## src/rtl/mips_mem_pkg.sv

```systemverilog
// Shared types and defaults for the MIPS unified-memory port arbiter.
// Holds the arbiter state encoding, port-owner encoding and timing defaults.
package mips_mem_pkg;

  typedef enum logic [1:0] {
    IDLE  = 2'd0,
    ISSUE = 2'd1,
    WAIT  = 2'd2,
    RESP  = 2'd3
  } arb_state_t;

  typedef enum logic {
    OWN_I = 1'b0,
    OWN_D = 1'b1
  } owner_t;

  localparam int unsigned DEF_MEM_LAT      = 1;
  localparam int unsigned DEF_MAX_D_STREAK = 4;

  // Both the latency counter and the streak counter cover the range 0..15.
  localparam int unsigned CNT_W = 4;

endpackage

```

## src/rtl/mem_port_arbiter.sv

```systemverilog
// Single-port memory arbiter between the fetch (I) and memory (D) stages.
// D has priority; a bounded D streak guarantees that fetch makes progress.
module mem_port_arbiter
  import mips_mem_pkg::*;
#(
  parameter int unsigned AW           = 32,
  parameter int unsigned DW           = 32,
  parameter int unsigned MEM_LAT      = DEF_MEM_LAT,
  parameter int unsigned MAX_D_STREAK = DEF_MAX_D_STREAK
) (
  input  logic          clk,
  input  logic          rst,
  input  logic          i_req,
  input  logic [AW-1:0] i_addr,
  output logic [DW-1:0] i_rdata,
  output logic          i_ready,
  input  logic          d_req,
  input  logic          d_we,
  input  logic [3:0]    d_be,
  input  logic [AW-1:0] d_addr,
  input  logic [DW-1:0] d_wdata,
  output logic [DW-1:0] d_rdata,
  output logic          d_ready,
  output logic          mem_en,
  output logic [3:0]    mem_we,
  output logic [AW-1:0] mem_addr,
  output logic [DW-1:0] mem_wdata,
  input  logic [DW-1:0] mem_rdata,
  output logic          gnt_i,
  output logic          gnt_d
);

  localparam logic [CNT_W-1:0] LatLoad   = CNT_W'(MEM_LAT - 1);
  localparam logic [CNT_W-1:0] StreakMax = CNT_W'(MAX_D_STREAK);

  arb_state_t       state, nextState;
  owner_t           owner;
  logic             ownerWe;
  logic [CNT_W-1:0] latCnt;
  logic [CNT_W-1:0] streak;
  logic             grantD, grantI, capture;

  // NOTE: always_comb assigns every output a default before the case, so no path leaves a value unassigned and no latch is inferred.
  always_comb begin
    nextState = state;
    grantD    = 1'b0;
    grantI    = 1'b0;
    capture   = 1'b0;
    unique case (state)
      IDLE: begin
        if (d_req && (!i_req || streak < StreakMax)) begin
          grantD    = 1'b1;
          nextState = ISSUE;
        end else if (i_req) begin
          grantI    = 1'b1;
          nextState = ISSUE;
        end
      end
      ISSUE: nextState = WAIT;
      WAIT: begin
        // mem_rdata is valid in the last WAIT cycle, MEM_LAT cycles after mem_en.
        if (latCnt == '0) begin
          capture   = 1'b1;
          nextState = RESP;
        end
      end
      RESP:    nextState = IDLE;
      default: nextState = IDLE;
    endcase
  end

  // NOTE: sequential state uses non-blocking assignments so every register samples pre-edge values regardless of statement order.
  always_ff @(posedge clk or negedge rst) begin
    if (!rst) begin
      state <= IDLE;
    end else begin
      state <= nextState;
    end
  end

  // NOTE: data registers are reset too, because rdata and the memory-side outputs must read 0 during and after reset.
  always_ff @(posedge clk or negedge rst) begin
    if (!rst) begin
      owner     <= OWN_I;
      ownerWe   <= 1'b0;
      latCnt    <= '0;
      streak    <= '0;
      mem_en    <= 1'b0;
      mem_we    <= '0;
      mem_addr  <= '0;
      mem_wdata <= '0;
      i_rdata   <= '0;
      d_rdata   <= '0;
      i_ready   <= 1'b0;
      d_ready   <= 1'b0;
      gnt_i     <= 1'b0;
      gnt_d     <= 1'b0;
    end else begin
      mem_en  <= grantD | grantI;
      mem_we  <= (grantD && d_we) ? d_be : 4'b0000;
      i_ready <= capture && (owner == OWN_I);
      d_ready <= capture && (owner == OWN_D);
      gnt_i   <= grantI | (gnt_i && state != RESP);
      gnt_d   <= grantD | (gnt_d && state != RESP);

      if (grantD) begin
        owner    <= OWN_D;
        ownerWe  <= d_we;
        mem_addr <= d_addr;
        if (d_we) mem_wdata <= d_wdata;
      end else if (grantI) begin
        owner    <= OWN_I;
        ownerWe  <= 1'b0;
        mem_addr <= i_addr;
      end

      if (state == ISSUE) begin
        latCnt <= LatLoad;
      end else if (state == WAIT && latCnt != '0) begin
        latCnt <= latCnt - 1'b1;
      end

      // Writes complete like reads but leave d_rdata untouched.
      if (capture) begin
        if (owner == OWN_I) begin
          i_rdata <= mem_rdata;
        end else if (!ownerWe) begin
          d_rdata <= mem_rdata;
        end
      end

      if (grantD) begin
        if (!i_req) begin
          streak <= '0;
        end else if (streak != StreakMax) begin
          streak <= streak + 1'b1;
        end
      end else if (grantI) begin
        streak <= '0;
      end
    end
  end

endmodule
```

## config.mk

```make
export PLATFORM = sky130hd
export DESIGN_NAME = mem_port_arbiter
export DESIGN_NICKNAME = d
export VERILOG_FILES = /design/src/rtl/mips_mem_pkg.sv /design/src/rtl/mem_port_arbiter.sv
export SDC_FILE = /design/constraint.sdc
export NUM_CORES = 1
export LEC_CHECK = 0
export CAP_MARGIN = 30
export CORE_ASPECT_RATIO = 0.9
export CORE_MARGIN = 4
export CORE_UTILIZATION = 45
export DETAILED_ROUTE_END_ITERATION = 8
export HOLD_SLACK_MARGIN = 0.12
export PLACE_DENSITY = 0.95
export SYNTH_ARGS = -nofsm -noshare
export SYNTH_HDL_FRONTEND = slang
export SYNTH_SLANG_ARGS = --single-unit
```

## constraint.sdc

```tcl
create_clock -name clk -period 2.69 [get_ports clk]
set_input_delay 0.807 -clock clk [delete_from_list [all_inputs] [get_ports clk]]
set_output_delay 0.807 -clock clk [all_outputs]
set_load 0.02 [all_outputs]
```

== After elaboration in Yosys (flattened, before gate mapping) ==
Index checks and enable logic that the tools add are counted.
Operators by class
  add/subtract/negate cells: 2
  $mul: 0
  eq/ne operators: 8
  order comparisons: 1
  reduce and logical (&&, ||, !) cells: 19
  bitwise operators: 5
  shifts and indexed selects: 0
  mux-type cells: 23
  div/mod/pow operators: 0
Operators by type and width (count)
  $mux W32: 2
  $mux W4: 7
  $mux W1: 10
  $pmux W2 S4: 1
  $reduce_and A2 Y1: 4
  $logic_and A1 B1 Y1: 7
  $mux W2: 3
  $add A4 B1 Y4 const B: 1
  $eq A2 B2 Y1 const B: 2
  $logic_not A4 Y1: 1
  $lt A4 B3 Y1 const B: 1
  $ne A2 B2 Y1 const B: 2
  $ne A4 B3 Y1 const B: 1
  $reduce_bool A2 Y1: 2
  $reduce_bool A4 Y1: 1
  $sub A4 B1 Y4 const B: 1
  $ne A3 B2 Y1 const B: 1
  $ne A3 B3 Y1 const B: 1
  $or A1 B1 Y1: 3
  $reduce_and A3 Y1: 1
  $eq A2 B1 Y1 const B: 1
  $logic_not A2 Y1: 1
  $not A1 Y1: 2
  $logic_not A1 Y1: 1
  $logic_or A1 B1 Y1: 1
Storage, ports and cells
  word-level logic and storage cells: 73
  bits in read-only memories: 0
  input port bits: 137
  memories: 0
  bits in registers: 149
  memory bits (writable): 0
  bits in latches: 0

== Longest topological paths before layout ==
  depth in word-level cells: 7
  gate-level depth with buffers: 8

== Worst setup path after synthesis ==
OpenSTA, ideal clock, no wires.
  path kind: input to register
  start point: input port i_req
  end point: register mem_wdata[26]
  path buffers: 3
  stages: 6
  path slack: 0.747 ns
  data required time: 2.563 ns
  arrival time: 1.816 ns
  cell sequence: o21a_1 -> buf_6 -> nor3b_2 -> buf_6 -> buf_6 -> mux2_1
Between the ends
  longest elaborated chain between the ends: 6
Ends and longest elaborated chain
  start, declared: line mem_port_arbiter.sv:13  | input logic i_req,
  $logic_not A1 Y1
  $logic_or A1 B1 Y1: line mem_port_arbiter.sv:51  | if (d_req && (!i_req || streak < StreakMax)) begin
  $logic_and A1 B1 Y1: line mem_port_arbiter.sv:51
  $mux W1: line mem_port_arbiter.sv:51
  $mux W1: line mem_port_arbiter.sv:49  | unique case (state)
  $reduce_and A2 Y1 (no source line)
  end signal, assigned: line mem_port_arbiter.sv:110  | if (d_we) mem_wdata <= d_wdata;
  end, declared: line mem_port_arbiter.sv:27  | output logic [DW-1:0] mem_wdata,
Every way passes these cells.
A chain may end at the register's enable or synchronous reset.

== Worst setup path in the final report ==
  start point: register mem_addr[19]
  end point: output port mem_addr[19]
RTL lines
  start, declared: line mem_port_arbiter.sv:26  | output logic [AW-1:0] mem_addr,
  start signal, assigned: line mem_port_arbiter.sv:109  | mem_addr <= d_addr;
  start signal, assigned: line mem_port_arbiter.sv:114  | mem_addr <= i_addr;
No word-level cell between the ends.

==> impl_summary.txt <==
----------------------------------------------------
[Detailed routing]
  Routed wire length per instance ... 19.4 µm
  Detailed Route Iter0 Violations ... 197
  TritonRoute pass-1 iters ... 4
  Total length of routed wires ... 17.4 mm
  Post-route ant nets ... 0
  Via Count ... 4749
  Post-route DRC violation count ... 0
  Via-to-Cell Ratio ... 5.31

[Critical path]
  Worst reg2reg path startpoint ... state[0]
  Endpoint of the most critical register-to-register path ... i_rdata[11]
  Register-to-register setup slack ... 490 ps
  Startpoint of the worst setup timing path ... mem_addr[19]
  Required time of the critical path ... 1880 ps
  Number of buffers and inverters on the critical path ... 1
  Cells along the critical path ... clkdlybuf4s50_1
  Capturing element type of the critical path ... primary output
  Worst Setup Path Type ... reg -> out
  Crit path DAT ... 1410 ps
  Max stage delay on crit path ... 630 ps
  Crit-path leading delay family ... buffers and inverters
  Crit Path Max Fanout ... 2
  Type of origin of the critical path ... register
  Cells on worst reg2reg path ... 6
  Crit-path slowest cell ... clkdlybuf4s50_1

[STA]
  Slew headroom ... 67.9%
  Clock period minus final worst setup slack ... 2220 ps
  RSZ-0062 raised after global routing ... no
  Summed negative setup slack over all endpoints ... 0 ps
  Smallest hold slack ... 332 ps
  Measured slew at the worst slew-check pin ... 481 ps
  Slew Viols, Final ... 0
  Highest clock frequency the design can meet ... 450 MHz
  Final hold violation count ... 0
  Clock Skew ... 6.28 ps
  Setup violation total in the final timing report ... 0
  Share of the cycle needed by the critical path after routing ... 82.6%

[Die]
  Starting density of the core ... 45.9%
  Die Ht ... 119 µm
  Number of I/O pins ... 274
  Row Count ... 40
  Floorplan Core Area ... 13300 µm²
  Die width ... 131 µm
  Die outline area ... 15500 µm²

[Global route]
  Maximum number of pins on one net before global-route repair ... 50
  Initial antenna violation count ... 0
  Global-route wire length before repair ... 27.2 mm
  Via count of the first global-routing pass ... 5184
  Overall Global Routing Usage ... 22.5%
  Total overflow reported by the global router ... 0

[Clocking]
  Reg clk slew, reported paths ... 60 ps
  Buffer count from post-CTS setup fixing ... 0
  Hold-fix buffers at CTS ... 0
  PostCTS Resize Cnt ... 0
  Max clock buf depth ... 2
  Clock tree root driver cell ... clkbuf_16
  Clock latency reported for the late side of the worst-skew pair ... 410 ps
  Clock tree from TritonCTS ... built
  Maximum level of the CTS H-tree ... 4
  Sink count of the clock tree ... 149
  Number of clock buffers inserted by TritonCTS ... 17

[Finish]
  Layout Area Growth over Synthesis ... 58.1%
  Utilization of the core after routing ... 72.5%
  Number of inserted filler cells in the final layout ... 854
  Nets@finish ... 858
  Share of final-layout standard cells stronger than drive strength 1 ... 17.1%
  Antenna diode count ... 0

[Synth]
  FF+latch count, synth ... 149
  Mapped Area ... 6110 µm²
  Synth warn ... 0
  Total nets after synthesis ... 579
  Distinct cell type count after synthesis ... 36
  Number of instances in the synthesized netlist ... 435
  Sequential share of the synthesized area ... 61.0%
  Average cell area after synthesis ... 14.0 µm²
  Share of synthesized registers carrying an async set or reset ... 100%
  Dominant register cell in the synthesized netlist ... dfrtp_1
  EDFF count, synth ... 0

[Place]
  Detailed placement HPWL ... 12.7 mm
  Placer congestion estimate ... 0.809
  Port Buffers ... 273

[Power]
  Max IR drop VDD ... 0.743 mV
  Power Dens Cells ... 1270 nW/µm²
  Leakage component of the power ... 3.98 nW

[Run status]
  Status ... complete, no violations

[Flow run]
  MaxCap Viol Count ... 0

[Min path]
  Type of the most critical hold path ... in -> async

----------------------------------------------------
[cells by family after synthesis]
| logic type | count (synthesis) | synth area share [%] |
|---|---|---|
| AND/OR/NAND/NOR | 94 | 7.74 |
| buffers and inverters | 39 | 4.18 |
| flip-flops | 149 | 61.0 |
| multiplexers | 97 | 19.1 |
| adder cells (fa/ha/maj) | 7 | 1.43 |
| AO/OA/AOI/OAI | 49 | 6.49 |
[sequential cells by signal (all words and copies together) (netlist names)]
name       cells
i_rdata       32
i_ready        1
mem_en         1
gnt_d          1
mem_wdata     32
mem_we         4
gnt_i          1
state          2
d_ready        1
streak         4
owner          1
latCnt         4
mem_addr      32
ownerWe        1
d_rdata       32
[synthesized netlist by cell type (all sizes together), types with 2 or more instances]
| master | n | area (µm²) |
|---|---|---|
| nor3b | 2 | 25.0 |
| and2 | 6 | 37.5 |
| nor2 | 37 | 139 |
| o22ai | 3 | 18.8 |
| mux2 | 97 | 1170 |
| nor3 | 32 | 160 |
| clkbuf | 16 | 60.1 |
| o32ai | 32 | 280 |
| nand3 | 4 | 20.0 |
| dfrtp | 149 | 3730 |
| o21ai | 3 | 15.0 |
| buf | 13 | 158 |
| a21oi | 2 | 10.0 |
| ha | 7 | 87.6 |
| inv | 9 | 33.8 |
| nand2 | 7 | 26.3 |
| a21o | 2 | 15.0 |
[cell usage in the layout, fill, tap and decap left out, types with 2 or more instances in the layout]
master           instances
o22ai_1                  3
nand3_1                  4
inv_1                    9
clkdlybuf4s50_1        272
bufinv_16                5
a21o_1                   2
clkbuf_1                 3
buf_12                   4
nor2_1                  37
dfrtp_1                149
mux2_2                  52
clkinvlp_4               4
mux2_4                  20
o32ai_1                 32
ha_1                     7
nand2_1                  7
nor3_1                  32
o21ai_0                  2
nor3b_4                  2
a21oi_1                  2
mux2_1                  25
and2_1                   6
clkbuf_16               17
buf_4                   12
[per-layer routing]
metal	wire, µm	track usage (%)	part of all wire (%)	up-vias
met1	6350	24.9	37	2394
li1	-	-	-	2126
met3	1410	7.23	8.1	24
met2	9370	40.7	54	205
met5	0	0	0	-
met4	252	6.43	1.4	0
[how the worst max path moves through the flow]
stage,endpoint,depth (start not counted)
floorplan,mem_wdata[26],6
global placement,mem_wdata[0],5
detailed placement,mem_wdata[5],5
CTS,mem_wdata[10],1
global route,i_rdata[11],6
finish,mem_addr[19],1
[area by class of cell]
type / instances / area, µm² / area share, %
Tap cell: 168 / 210 / 2.18
Clock buffer: 20 / 437 / 4.52
Clock inverter: 12 / 203 / 2.10
Timing Repair Buffer: 289 / 2900 / 30.1
Multi-Input combinational cell: 247 / 2140 / 22.1
Inverter: 10 / 37.5 / 0.389
Sequential cell: 149 / 3730 / 38.6
[through the flow]
stage / std cells / setup slack [ps] / power (W) / area [µm²]
floorplan: 435 / 747 / 0.00694 / 6110
global placement: 863 / 311 / 0.00950 / 9020
detailed placement: 863 / 258 / 0.00980 / 9020
CTS: 895 / 444 / 0.0124 / 9660
global route: 895 / 334 / 0.0129 / 9660
finish: 895 / 469 / 0.0123 / 9660
[power by group]
part           internal, W  switching (W)
combinational      0.00301        0.00279
sequential         0.00332       0.000630
clock              0.00165       0.000895
No activity file was read; power rests on OpenSTA's default activity.
